`src/rtl/fpudivd_iter.sv`:
```
// Iterative radix-2 restoring divider for IEEE doubles: one quotient bit per cycle, then a single rounding cycle.
// Subnormal operands are read as zero, and tiny results are flushed to zero.
module fpudivd_iter #(
    parameter int          QBITS = 55,
    parameter logic [63:0] QNAN  = 64'h7FF8000000000000
) (
    input  logic        clk,
    input  logic        rst,
    input  logic        start,
    input  logic [63:0] A,
    input  logic [63:0] B,
    input  logic [2:0]  rmode,
    output logic        busy,
    output logic        done,
    output logic [63:0] res,
    output logic [4:0]  raise
);

    typedef enum logic [1:0] {IDLE, SPEC, DIV, RND} state_t;

    typedef struct packed {
        logic nan;
        logic snan;
        logic inf;
        logic zero;
    } opClass_t;

    function automatic opClass_t classify(input logic [63:0] x);
        opClass_t c;
        c.nan  = (x[62:52] == 11'h7FF) && (x[51:0] != 52'b0);
        c.snan = c.nan && !x[51];
        c.inf  = (x[62:52] == 11'h7FF) && (x[51:0] == 52'b0);
        c.zero = (x[62:52] == 11'h000);
        return c;
    endfunction

    state_t           state_q, state_d;
    logic             sign_q, sign_d;
    logic [10:0]      ea_q, ea_d, eb_q, eb_d;
    logic [52:0]      mb_q, mb_d;
    logic [53:0]      rem_q, rem_d;
    logic [QBITS-1:0] q_q, q_d;
    logic [5:0]       cnt_q, cnt_d;
    logic [2:0]       rmode_q, rmode_d;
    opClass_t         aCls_q, aCls_d, bCls_q, bCls_d;
    logic             done_q, done_d;
    logic [63:0]      res_q, res_d;
    logic [4:0]       raise_q, raise_d;

    opClass_t classA, classB;
    logic     isSpecial;

    assign classA    = classify(A);
    assign classB    = classify(B);
    assign isSpecial = classA.nan | classA.inf | classA.zero |
                       classB.nan | classB.inf | classB.zero;

    // Special-operand result, evaluated from the classes captured at start.
    logic [63:0] specRes;
    logic [4:0]  specRaise;
    logic        zeroZero, infInf;

    always_comb begin
        specRes   = {sign_q, 63'b0};
        specRaise = 5'b0;
        zeroZero  = aCls_q.zero & bCls_q.zero;
        infInf    = aCls_q.inf & bCls_q.inf;
        if (aCls_q.nan | bCls_q.nan | zeroZero | infInf) begin
            specRes   = QNAN;
            specRaise = {4'b0, aCls_q.snan | bCls_q.snan | zeroZero | infInf};
        end else if (bCls_q.zero & !aCls_q.inf) begin
            specRes   = {sign_q, 11'h7FF, 52'b0};
            specRaise = 5'b00010;
        end else if (aCls_q.inf) begin
            specRes   = {sign_q, 11'h7FF, 52'b0};
        end
    end

    // One restoring step: the remainder never exceeds twice the divisor, so 54 bits suffice.
    logic [54:0] diff;
    logic        qBit;
    logic [53:0] remStep;

    always_comb begin
        diff    = {1'b0, rem_q} - {2'b0, mb_q};
        qBit    = ~diff[54];
        remStep = qBit ? diff[53:0] : rem_q;
    end

    // Rounding; the 52-bit fraction wraps to zero exactly when the increment carries out.
    logic signed [12:0] expBase, expAdj, expFin;
    logic [51:0]        fracRaw, fracFin;
    logic               guard, sticky, incr, carry, inexact;
    logic [63:0]        rndRes;
    logic [4:0]         rndRaise;

    always_comb begin
        expBase = $signed({2'b00, ea_q}) - $signed({2'b00, eb_q}) + 13'sd1023;
        if (q_q[QBITS-1]) begin
            fracRaw = q_q[QBITS-2:QBITS-53];
            guard   = q_q[QBITS-54];
            sticky  = q_q[QBITS-55] | (|rem_q);
            expAdj  = expBase;
        end else begin
            fracRaw = q_q[QBITS-3:QBITS-54];
            guard   = q_q[QBITS-55];
            sticky  = |rem_q;
            expAdj  = expBase - 13'sd1;
        end
        case (rmode_q)
            3'd1:       incr = guard;
            3'd2, 3'd7: incr = guard & (sticky | fracRaw[0]);
            3'd3:       incr = ~sign_q & (guard | sticky);
            3'd4:       incr = sign_q & (guard | sticky);
            3'd5:       incr = guard | sticky;
            default:    incr = 1'b0;
        endcase
        carry   = incr & (&fracRaw);
        fracFin = fracRaw + {51'b0, incr};
        expFin  = carry ? expAdj + 13'sd1 : expAdj;
        inexact = guard | sticky;
        if (expFin >= 13'sd2047) begin
            rndRes   = {sign_q, 11'h7FF, 52'b0};
            rndRaise = 5'b10100;
        end else if (expFin <= 13'sd0) begin
            rndRes   = {sign_q, 63'b0};
            rndRaise = 5'b11000;
        end else begin
            rndRes   = {sign_q, expFin[10:0], fracFin};
            rndRaise = {inexact, 4'b0};
        end
    end

    always_comb begin
        state_d = state_q;
        sign_d  = sign_q;
        ea_d    = ea_q;
        eb_d    = eb_q;
        mb_d    = mb_q;
        rem_d   = rem_q;
        q_d     = q_q;
        cnt_d   = cnt_q;
        rmode_d = rmode_q;
        aCls_d  = aCls_q;
        bCls_d  = bCls_q;
        done_d  = 1'b0;
        res_d   = res_q;
        raise_d = raise_q;
        case (state_q)
            IDLE: begin
                if (start) begin
                    sign_d  = A[63] ^ B[63];
                    ea_d    = A[62:52];
                    eb_d    = B[62:52];
                    mb_d    = {1'b1, B[51:0]};
                    rem_d   = {2'b01, A[51:0]};
                    q_d     = '0;
                    cnt_d   = 6'd0;
                    rmode_d = rmode;
                    aCls_d  = classA;
                    bCls_d  = classB;
                    res_d   = 64'b0;
                    raise_d = 5'b0;
                    state_d = isSpecial ? SPEC : DIV;
                end
            end
            SPEC: begin
                res_d   = specRes;
                raise_d = specRaise;
                done_d  = 1'b1;
                state_d = IDLE;
            end
            DIV: begin
                rem_d = {remStep[52:0], 1'b0};
                q_d   = {q_q[QBITS-2:0], qBit};
                cnt_d = cnt_q + 6'd1;
                if (cnt_q == 6'(QBITS - 1)) begin
                    state_d = RND;
                end
            end
            RND: begin
                res_d   = rndRes;
                raise_d = rndRaise;
                done_d  = 1'b1;
                state_d = IDLE;
            end
            default: state_d = IDLE;
        endcase
    end

    always_ff @(posedge clk) begin
        if (!rst) begin
            state_q <= IDLE;
            sign_q  <= 1'b0;
            ea_q    <= 11'b0;
            eb_q    <= 11'b0;
            mb_q    <= 53'b0;
            rem_q   <= 54'b0;
            q_q     <= '0;
            cnt_q   <= 6'd0;
            rmode_q <= 3'd0;
            aCls_q  <= '0;
            bCls_q  <= '0;
            done_q  <= 1'b0;
            res_q   <= 64'b0;
            raise_q <= 5'b0;
        end else begin
            state_q <= state_d;
            sign_q  <= sign_d;
            ea_q    <= ea_d;
            eb_q    <= eb_d;
            mb_q    <= mb_d;
            rem_q   <= rem_d;
            q_q     <= q_d;
            cnt_q   <= cnt_d;
            rmode_q <= rmode_d;
            aCls_q  <= aCls_d;
            bCls_q  <= bCls_d;
            done_q  <= done_d;
            res_q   <= res_d;
            raise_q <= raise_d;
        end
    end

    assign busy  = (state_q != IDLE);
    assign done  = done_q;
    assign res   = res_q;
    assign raise = raise_q;

endmodule

```
`config.mk`:
```
export PLATFORM = sky130hd
export DESIGN_NAME = fpudivd_iter
export DESIGN_NICKNAME = d
export VERILOG_FILES = /design/src/rtl/fpudivd_iter.sv
export SDC_FILE = /design/constraint.sdc
export NUM_CORES = 1
export LEC_CHECK = 0
export ABC_AREA = 1
export CORE_MARGIN = 3
export CORE_UTILIZATION = 52
export DETAILED_ROUTE_END_ITERATION = 8
export PLACE_DENSITY = 0.78
export SETUP_SLACK_MARGIN = 0.5
export SYNTH_ARGS = -nofsm -noshare
export SYNTH_HDL_FRONTEND = slang
export SYNTH_SLANG_ARGS = --single-unit
export TNS_END_PERCENT = 30
```
`constraint.sdc`:
```
create_clock -name clk -period 3.35 [get_ports clk]
set_input_delay 0.67 -clock clk [delete_from_list [all_inputs] [get_ports clk]]
set_output_delay 0.67 -clock clk [all_outputs]
set_load 0.03 [all_outputs]
```
==> results of run 1 <==
==> how the worst max path moves through the flow <==
stage	startpoint	end	cells past startpoint
2_1_floorplan	rem_q[0]	rem_q[47]	21
3_3_place_gp	ea_q[0]	res[36]	23
3_5_place_dp	ea_q[0]	res[19]	22
4_1_cts	ea_q[0]	res[25]	23
5_1_grt	ea_q[0]	res[3]	24
6_report	ea_q[0]	res[12]	24
==> power by group through the flow <==
stage	clock, mW	sequential [mW]	combinational (mW)
2_1_floorplan	0	3.69	4.03
3_3_place_gp	0	3.67	5.84
3_5_place_dp	0	3.68	5.90
4_1_cts	3.39	3.62	6.64
5_1_grt	3.53	3.65	8.34
6_report	3.37	3.63	7.70
==> cells by family (layout without fill, tap and decap cells) <==
logic type | after synthesis | after routing | share of synthesized area (%)
adders and majority gates | 73 | 73 | 5.03
xor gates and xnor gates | 83 | 83 | 3.98
buffers and inverters | 537 | 893 | 11.6
AOI/OAI and AO/OA | 617 | 617 | 19.1
and+or+nand+nor | 1311 | 1311 | 30.5
DFF | 274 | 274 | 29.7
==> through the flow <==
step / hold slack [ns] / util (%)
after floorplan: 0.442 / -
after global placement: 0.453 / 63.3
after detailed placement: 0.459 / 63.3
after CTS: 0.469 / 68.2
after global routing: 0.489 / 70.4
final: 0.467 / 70.4
==> sequential cells by signal, summed over array words and instances (netlist names), 5 cells and up <==
name,cells
eb_q,11
rem_q,54
ea_q,11
cnt_q,6
mb_q,53
raise,5
q_q,55
res,64
==> synthesized netlist by cell type (6+ instances only) <==
cell type,instances,share of area [%]
o21ai_2,14,0.66
nand4_1,44,1.5
nand3b_1,8,0.33
nor2_2,11,0.37
o22ai_1,49,1.7
nand3_1,161,4.4
o21ai_1,33,0.89
a31oi_1,65,2.2
inv_1,409,8.3
ha_1,71,4.8
a21oi_1,232,6.3
nand3_2,14,0.76
buf_4,6,0.24
xnor2_1,21,1.0
buf_6,10,0.61
o21a_1,9,0.37
buf_2,7,0.19
clkbuf_1,91,1.9
o21ai_0,148,4.0
xor2_1,61,2.9
nand2_1,677,14
o21bai_1,6,0.24
nor3_1,36,0.98
o211ai_1,24,0.98
dfxtp_1,274,30
a21oi_2,11,0.52
nor2_1,298,6.1
nor4_1,33,1.1
==> cell type report <==
| cell class | count | area [um2] | share of cell area (%) |
|---|---|---|---|
| multi-input combinational | 2084 | 11800 | 48.0 |
| sequential | 274 | 5490 | 22.4 |
| timing repair buffer | 426 | 4110 | 16.8 |
| inverter | 416 | 1580 | 6.44 |
| clock buffer | 42 | 857 | 3.50 |
| tap | 455 | 569 | 2.32 |
| clock inverter | 9 | 128 | 0.521 |
==> routing by layer <==
layer / part of all wire (%) / up-vias
met4: 4.9 / 0
met1: 40 / 9545
met5: 0 / -
li1: - / 10200
met3: 5.6 / 177
met2: 49 / 760
==> worst max-delay path, cell delays in order, from the launching register on <==
cell	delay (ns)
dfxtp_2	0.36
inv_4	0.06
ha_4	0.17
fa_2	0.60
nand2_2	0.09
nor2_4	0.15
inv_2	0.06
nand3_4	0.08
nand2_2	0.06
nor2_1	0.12
nand2_1	0.11
nor2_4	0.19
buf_6	0.13
nand3_2	0.10
inv_2	0.08
nand3_1	0.13
nand2_4	0.11
inv_2	0.06
o21ai_2	0.17
nand2_4	0.10
a21oi_4	0.18
buf_12	0.16
clkbuf_16	0.17
nand4_1	0.10
a21oi_1	0.17
==> layout by cell type, fill, tap and decap left out, types with 10 or more instances in the layout <==
master             n
nor2_1           276
buf_6             15
inv_2             17
a31oi_1           64
inv_1            392
nand4_1           44
nand3_2           36
nor4_1            31
dfxtp_1          268
nand3_1          134
xor2_1            60
nand2_2           33
o22ai_1           48
nor3_1            34
o21ai_1           69
clkdlybuf4s50_1  203
buf_4            184
a21oi_2           50
ha_1              66
nand2_4           10
xnor2_1           20
nor2_4            13
nor2_2            22
o211ai_1          24
o21ai_0           86
clkbuf_16         38
nand2_1          638
a21oi_1          188
o21ai_2           35
==> repair_timing <==
| item | 4_1_cts | 5_1_grt |
|---|---|---|
| cloned | 2 | 9 |
| pin swaps | 108 | 153 |
| endpoints found under the hold margin | 0 | 0 |
| setup endpoints to repair | 120 | 121 |
| gates resized for setup | 163 | 138 |
| buffers inserted | 28 | 5 |
==> qor.yml, run 1 <==
status:
  status: "complete, but fails checks"
  violations: "setup timing"
worst_setup_path:
  path_max_fanout: 12
  worstPathRequired_ns: 3.85
  regToRegEndpoint: "res[12]"
  r2r-start: "ea_q[0]"
  worstSetupStartpointType: "flop"
  r2r_cells: 24
  regToRegSetupSlack_ns: -0.44
  arrival_ns: 4.29
  worstSetupPathType: "flop to flop"
  cp-end-kind: "flop"
cts:
  path_clk_slew_ns: 0.06
  clock_latency_ns: 0.58
  cts-root-buf: "clkbuf_16"
  h-tree-depth: 1
  cts_sinks: 274
  cts_tree: "done"
  cts_buffers: 30
  clk_path_buf_depth: 3
  hold_buffers: 0
logic_synthesis:
  synth_ff_type: "dfxtp_1"
  synth.cell_area_um2: 18500
  syn_nets: 3102
  synth_edf_count: 0
  ys_seq_area_share_pct: 29.7
  yosysWarningCount: 0
  synth-seq-cells: 274
  synthCells: 2895
  ys_types: 59
  syn_avg_cell_area_um2: 6.38
  ys_async_sr_fraction_pct: 0
timing:
  worst_slack_ns: -0.441
  relSlewSlack_pct: 42.3
  setup_viol: 67
  final_hold_viol_count: 0
  timing.final.crit_share_pct: 113
  clock.fmax_mhz: 264
  drv_slew: 0
  final.min_clock_period_ns: 3.79
  worstMarginPinSlew_ns: 0.865
  fin_skew_ns: 0.0119
  rsz0062_at_grt: "true"
  fin_setup_tns_ns: -23.80
power_and_ir_drop:
  combPwrFrac_pct: 52.4
  p_leak_nw: 9.91
  p_sw_mw: 6.22
  power_density_nw_per_um2: 600
  swShare_pct: 42.3
  power_mw: 14.7
  ir_drop_v: 0.000455
  p_seq_share_pct: 24.7
  p_int_mw: 8.47
  clkPwrFrac_pct: 22.9
finish:
  fin_nets: 3439
  final_cells: 3706
  nFillCells: 2882
  final_area_um2: 24500
  insertedDiodeCount: 0
  area_growth_syn_to_layout_pct: 32.7
  layout-drive-gt1-share_pct: 16.7
routing:
  ant_nets: 0
  drt_iter0_drc: 1367
  avgRoutedWirePerCell_um: 16.4
  vias: 20700
  firstDrtPassIters: 8
  wirelength_mm: 60.9
  drc: 0
  routed_via_density: 5.58
die:
  start_util_pct: 53.0
  pin_count: 205
  coreArea_um2: 34800
  num_rows: 68
  die_h_um: 194
  die_area_um2: 37800
  die_w_um: 194
placement:
  placed_cells: 3610
  pre_cts_slack_ns: -0.267
  place.gp.congestion: 0.975
  dp_hpwl_mm: 44.0
  numPortBuffers: 204
  place_area_um2: 22000
worst_hold_path:
  hold_start: "q_q[53]"
  hp-class: "flop to flop"
  min_to: "q_q[54]"
  min_path_cells: 2
global_route:
  grt_pass1_wl_mm: 94.7
  grt_pass1_vias: 19600
  antenna_found_initial: 0
  grt_use_met1_pct: 36.5
  track_usage_pct: 29.6
  grt.met3_usage_pct: 2.89
  use_met2_pct: 53.0
  grt_max_degree: 82
  overflow: 0
  busiest_layer: "met2"
run:
  cap_violations: 0
(Power assumes the default switching activity.)
==> run 2, diff against run 1 <==
SKIP_LAST_GASP = 1   (was not set)
==> qor.yml, run 2 (synthesis gave the netlist of run 1 again) <==
power_and_ir_drop:
  swShare_pct: 41.4  # -0.93 points
  p_int_mw: 8.25  # -2.6%
  p_leak_nw: 9.81  # -1.0%
  combPwrFrac_pct: 50.5  # -1.9 points
  power_density_nw_per_um2: 586  # -2.3%
  p_sw_mw: 5.83  # -6.3%
  ir_drop_v: 0.000509  # +12%
  p_seq_share_pct: 25.7  # +1.0 points
  clkPwrFrac_pct: 23.9  # +1.0 points
finish:
  regArea_um2: 5490  # about the same
  layout_common_cells: "nand2_1, inv_1, nor2_1"
  nFillCells: 2971  # +3.1%
  multi_input_area_um2: 11400  # -3.1%
  layout_commonest_cell: "nand2_1"
  insertedDiodeCount: 0  # unchanged
  largest_register_ff_count: 64  # unchanged
  layout-drive-gt1-share_pct: 14.2  # -2.5 points
  area_growth_syn_to_layout_pct: 30.1
  final_area_um2: 24000  # -1.9%
  fin_nets: 3439  # unchanged
routing:
  firstDrtPassIters: 5  # -3
  routed_via_density: 5.56  # -0.33%
  wirelength_mm: 60.3  # -1.0%
  drt_iter0_drc: 1353  # -1.0%
  vias: 20600  # -0.33%
  avgRoutedWirePerCell_um: 16.3  # -1.0%
  drc: 0  # unchanged
  ant_nets: 0  # unchanged
global_route:
  track_usage_pct: 29.2  # -0.42 points
  antenna_found_initial: 0  # unchanged
  grt_pass1_vias: 19500  # -0.96%
  grt_pass1_wl_mm: 93.6  # -1.2%
  grt_max_degree: 82  # unchanged
  overflow: 0  # unchanged
timing:
  final.min_clock_period_ns: 3.83  # +0.0441 ns
  clock.fmax_mhz: 261  # -1.1%
  rsz0062_at_grt: "true"
  timing.final.crit_share_pct: 114  # +1.3 points
  worstMarginPinSlew_ns: 1.07  # +0.204 ns
  worst_slack_ns: -0.485  # -0.0441 ns
  setup_viol: 79  # +18%
  final_hold_viol_count: 0  # unchanged
  fin_skew_ns: 0.00849  # -0.00339 ns
  drv_slew: 0  # unchanged
  whs_ns: 0.469  # +0.00166 ns
  relSlewSlack_pct: 28.7  # -14 points
die:
  die_area_um2: 37800  # unchanged
  pin_count: 205  # unchanged
  start_util_pct: 53.0  # unchanged
  coreArea_um2: 34800  # unchanged
  die_w_um: 194  # unchanged
  num_rows: 68  # unchanged
  die_h_um: 194  # unchanged
worst_setup_path:
  worstPathRequired_ns: 3.80  # -0.05 ns
  path_max_fanout: 12  # unchanged
  cp-end-kind: "flop"
  worstSetupStartpointType: "flop"
  worstSetupPathType: "flop to flop"
  arrival_ns: 4.28  # about the same
placement:
  numPortBuffers: 204  # unchanged
  dp_hpwl_mm: 44.0  # unchanged
  place_area_um2: 22000  # unchanged
  place.gp.congestion: 0.975  # unchanged
cts:
  path_clk_slew_ns: 0.06  # about the same
  cts_tree: "done"
  clock_latency_ns: 0.58  # about the same
  cts_sinks: 274  # unchanged
  hold_buffers: 0  # unchanged
  h-tree-depth: 1  # unchanged
  cts_buffers: 30  # unchanged
  clk_path_buf_depth: 3  # unchanged
  cts-root-buf: "clkbuf_16"
run:
  cap_violations: 0  # unchanged
status:
  violations: "setup timing"
  status: "complete, but fails checks"
worst_hold_path:
  hp-class: "flop to flop"
[run 2: cell types whose count changed in the layout (fill, tap and decap cells not counted), moves of 4 or more]
| cell | previous run | this run |
|---|---|---|
| dfxtp_2 | 6 | 2 |
| a21oi_1 | 188 | 224 |
| a21oi_4 | 6 | 1 |
| o21ai_1 | 69 | 38 |
| o21ai_2 | 35 | 16 |
| buf_6 | 15 | 5 |
| nand3_2 | 36 | 25 |
| buf_4 | 184 | 194 |
| a21oi_2 | 50 | 19 |
| o21ai_0 | 86 | 139 |
| nand3_1 | 134 | 145 |
[run 2: path summary, 6_finish.rpt]
kind | start | to | slack [ns] | depth (start not counted)
worst max-delay path | ea_q[0] | res[14] | -0.48 | 25
worst min-delay path | raise[3] | raise[3] | 0.47 | 2
worst max register to register | ea_q[0] | res[14] | -0.48 | 25
worst min register to register | raise[3] | raise[3] | 0.47 | 2
[run 2: per-layer routing]
layer | up-vias | track usage [%] | part of all wire [%]
met1 | 9495 | 36.2 | 41
met2 | 717 | 52.7 | 49
li1 | 10200 | - | -
met5 | - | 0 | 0
met4 | 0 | 10.7 | 4.8
met3 | 181 | 2.95 | 5.4
[run 2: critical path: stages, from the launching register on]
cell and delay [ns]:
dfxtp_2 0.32, inv_2 0.05, ha_4 0.17, fa_2 0.59, ha_4 0.16, nand2_2 0.09, inv_4 0.09, nand3_4 0.09
nor2_2 0.10, nand2_1 0.07, nand2_2 0.08, nand2_4 0.09, nor2_4 0.15, nand2_4 0.08, o21ai_1 0.27, nand2_4 0.13
nand3_4 0.12, nand2_2 0.06, nand2_2 0.12, nand2_2 0.09, nor2_4 0.17, a21oi_4 0.08, buf_4 0.16, clkbuf_16 0.17
nand3_1 0.11, a21oi_1 0.10
[run 2: repair_timing]
action,4_1_cts,5_1_grt
pin swaps,3,36
buffers inserted,28,7
gates resized for setup,29,117
cloned,2,8
endpoints found under the setup margin,120,121
[run 2: power groups by stage]
stage	Combinational, mW	Sequential (mW)	Clock, mW
5_1_grt	7.76	3.64	3.52
2_1_floorplan	4.03	3.69	0
6_report	7.11	3.62	3.36
4_1_cts	6.25	3.61	3.39
3_5_place_dp	5.90	3.68	0
3_3_place_gp	5.84	3.67	0
[run 2: final cells by class]
cell class                 instances  share of cell area [%]
multi-input combinational       2085                    47.4
sequential                       274                    22.9
timing repair buffer             425                    16.7
inverter                         416                    6.56
clock buffer                      42                    3.57
tap                              455                    2.37
clock inverter                     9                   0.531
[run 2: stage by stage]
step | setup WS [ns] | std cells | power, mW | util (%) | TNS (ns)
6_report | -0.485 | 3706 | 14.1 | 69.0 | -26.00
5_1_grt | -0.614 | 3706 | 14.9 | 69.0 | -46.28
4_1_cts | -0.227 | 3691 | 13.3 | 67.2 | -11.35
3_5_place_dp | -0.267 | 3610 | 9.58 | 63.3 | -14.10
3_3_place_gp | -0.113 | 3610 | 9.51 | 63.3 | -5.68
2_1_floorplan | 0.0114 | 2895 | 7.72 | - | 0
==> run 3, diff against run 2 <==
CORE_ASPECT_RATIO = 1.25   (was not set)
==> qor.yml, run 3 (synthesis gave the netlist of run 1 again) <==
status:
  status: "complete, but fails checks"
  violations: "setup timing"
cts:
  cts_buffers: 28  # -6.7%
  cts_sinks: 274  # unchanged
  clk_path_buf_depth: 3  # unchanged
  clock_latency_ns: 0.57  # about the same
  cts-root-buf: "clkbuf_16"
  hold_buffers: 0  # unchanged
  h-tree-depth: 1  # unchanged
  cts_tree: "done"
  path_clk_slew_ns: 0.07  # about the same
worst_setup_path:
  critPathMaxStageDelay_ns: 0.62  # +0.03 ns
  cp-end-kind: "flop"
  cp_common_cell: "nand2_2"
  worstPathRequired_ns: 3.83  # +0.03 ns
  worstSetupStartpointType: "flop"
  cpMaxStageDelayCell: "fa_2"
  path_max_fanout: 8  # -4
  arrival_ns: 4.46  # +0.18 ns
  worstSetupPathType: "flop to flop"
finish:
  final_cells: 3777  # +1.9%
  fin_nets: 3494  # +1.6%
  layout-drive-gt1-share_pct: 15.7  # +1.5 points
  insertedDiodeCount: 0  # unchanged
  layout_commonest_cell: "nand2_1"
  area_growth_syn_to_layout_pct: 33.6
  layout_common_cells: "nand2_1, inv_1, nor2_1"
  nFillCells: 2809  # -5.5%
  final_area_um2: 24700  # +2.7%
  largest_register_ff_count: 64  # unchanged
routing:
  ant_nets: 0  # unchanged
  drt_iter0_drc: 1609  # +19%
  routed_via_density: 5.48  # -1.4%
  avgRoutedWirePerCell_um: 16.6  # +2.0%
  vias: 20700  # +0.52%
  firstDrtPassIters: 6  # +1
  wirelength_mm: 62.6  # +3.9%
  drc: 0  # unchanged
timing:
  final.min_clock_period_ns: 3.98  # +0.147 ns
  rsz0062_at_grt: "true"
  worst_slack_ns: -0.632  # -0.147 ns
  final_hold_viol_count: 0  # unchanged
  drv_slew: 0  # unchanged
  relSlewSlack_pct: 29.6  # +0.96 points
  setup_viol: 114  # +44%
  fin_skew_ns: 0.0157  # +0.00725 ns
  worstMarginPinSlew_ns: 1.05  # -0.0144 ns
  clock.fmax_mhz: 251  # -3.7%
  timing.final.crit_share_pct: 119  # +4.4 points
die:
  pin_count: 205  # unchanged
  start_util_pct: 53.2  # +0.14 points
  die_h_um: 217  # +11%
  die_area_um2: 37800  # about the same
  num_rows: 76  # +12%
  coreArea_um2: 34700  # -0.26%
  die_w_um: 175  # -10%
run:
  cap_violations: 0  # unchanged
global_route:
  track_usage_pct: 30.3  # +1.1 points
  overflow: 0  # unchanged
  grt_pass1_wl_mm: 96.0  # +2.7%
  grt_pass1_vias: 20300  # +4.1%
  grt_max_degree: 82  # unchanged
  antenna_found_initial: 0  # unchanged
power_and_ir_drop:
  power_density_nw_per_um2: 597  # +1.8%
  p_leak_nw: 10.2  # +3.5%
  ir_drop_v: 0.000479  # -5.9%
placement:
  place.gp.congestion: 0.979  # +0.36%
  placed_cells: 3691  # +2.2%
  numPortBuffers: 204  # unchanged
  place_area_um2: 22500  # +2.3%
  dp_hpwl_mm: 44.8  # +1.9%
  pre_cts_slack_ns: -0.389  # -0.122 ns
worst_hold_path:
  hp-class: "flop to flop"
run 3: metal layers:
metal	part of all wire (%)	track usage [%]	vias up	wire length, um
li1	-	-	10300	-
met3	4.5	2.73	211	2790
met1	37	32.2	9475	23500
met4	5.3	14.1	0	3300
met2	53	59.6	723	33100
met5	0	0	-	0
run 3: power by group:
| group | switching, mW | internal (mW) | total (mW) | leakage (nW) |
|---|---|---|---|---|
| sequential | 0.138 | 3.47 | 3.61 | 2.23 |
| clock | 1.37 | 2.21 | 3.57 | 0.512 |
| combinational | 4.49 | 3.06 | 7.55 | 7.41 |
| total | 5.99 | 8.74 | 14.7 | 10.2 |
run 3: path summary, 6_finish.rpt:
| kind | start | end | slack (ns) | cells after the start |
|---|---|---|---|---|
| max reg2reg | ea_q[0] | res[50] | -0.63 | 26 |
| min reg2reg | res[2] | res[2] | 0.47 | 2 |
| min | res[2] | res[2] | 0.47 | 2 |
| max | ea_q[0] | res[50] | -0.63 | 26 |
run 3: area by class of cell:
cell class | count | area [um2] | area share [%]
clock buffers | 39 | 803 | 3.26
clock inverters | 13 | 243 | 0.984
inverters | 416 | 1570 | 6.35
multi-input cells | 2084 | 11400 | 46.4
flip-flops and latches | 274 | 5490 | 22.3
well taps | 468 | 586 | 2.37
repair buffers | 483 | 4530 | 18.4
run 3: critical path: cells and delay by family (launching register included):
kind / cells / cell delay, ns
AO/OA/AOI/OAI: 1 / 0.22
adder cells (fa/ha/maj): 2 / 0.78
buffers and inverters: 6 / 0.62
flip-flops: 1 / 0.32
AND/OR/NAND/NOR: 17 / 1.93
run 3: stage by stage:
| step | hold slack (ns) | total power [mW] | util, % | TNS (ns) |
|---|---|---|---|---|
| after CTS | 0.464 | 14.0 | 69.4 | -18.55 |
| after global placement | 0.453 | 9.72 | 64.9 | -10.64 |
| after floorplan | 0.442 | 7.72 | - | 0 |
| after global routing | 0.489 | 15.6 | 71.1 | -59.95 |
| final | 0.471 | 14.7 | 71.1 | -36.29 |
| after detailed placement | 0.455 | 9.81 | 64.9 | -22.76 |
run 3: timing repair:
item | 4_1_cts | 5_1_grt
gates resized for setup | 52 | 95
setup buffers | 13 | 11
gates cloned | 6 | 4
endpoints found under the setup margin | 120 | 120
pin swaps | 8 | 37
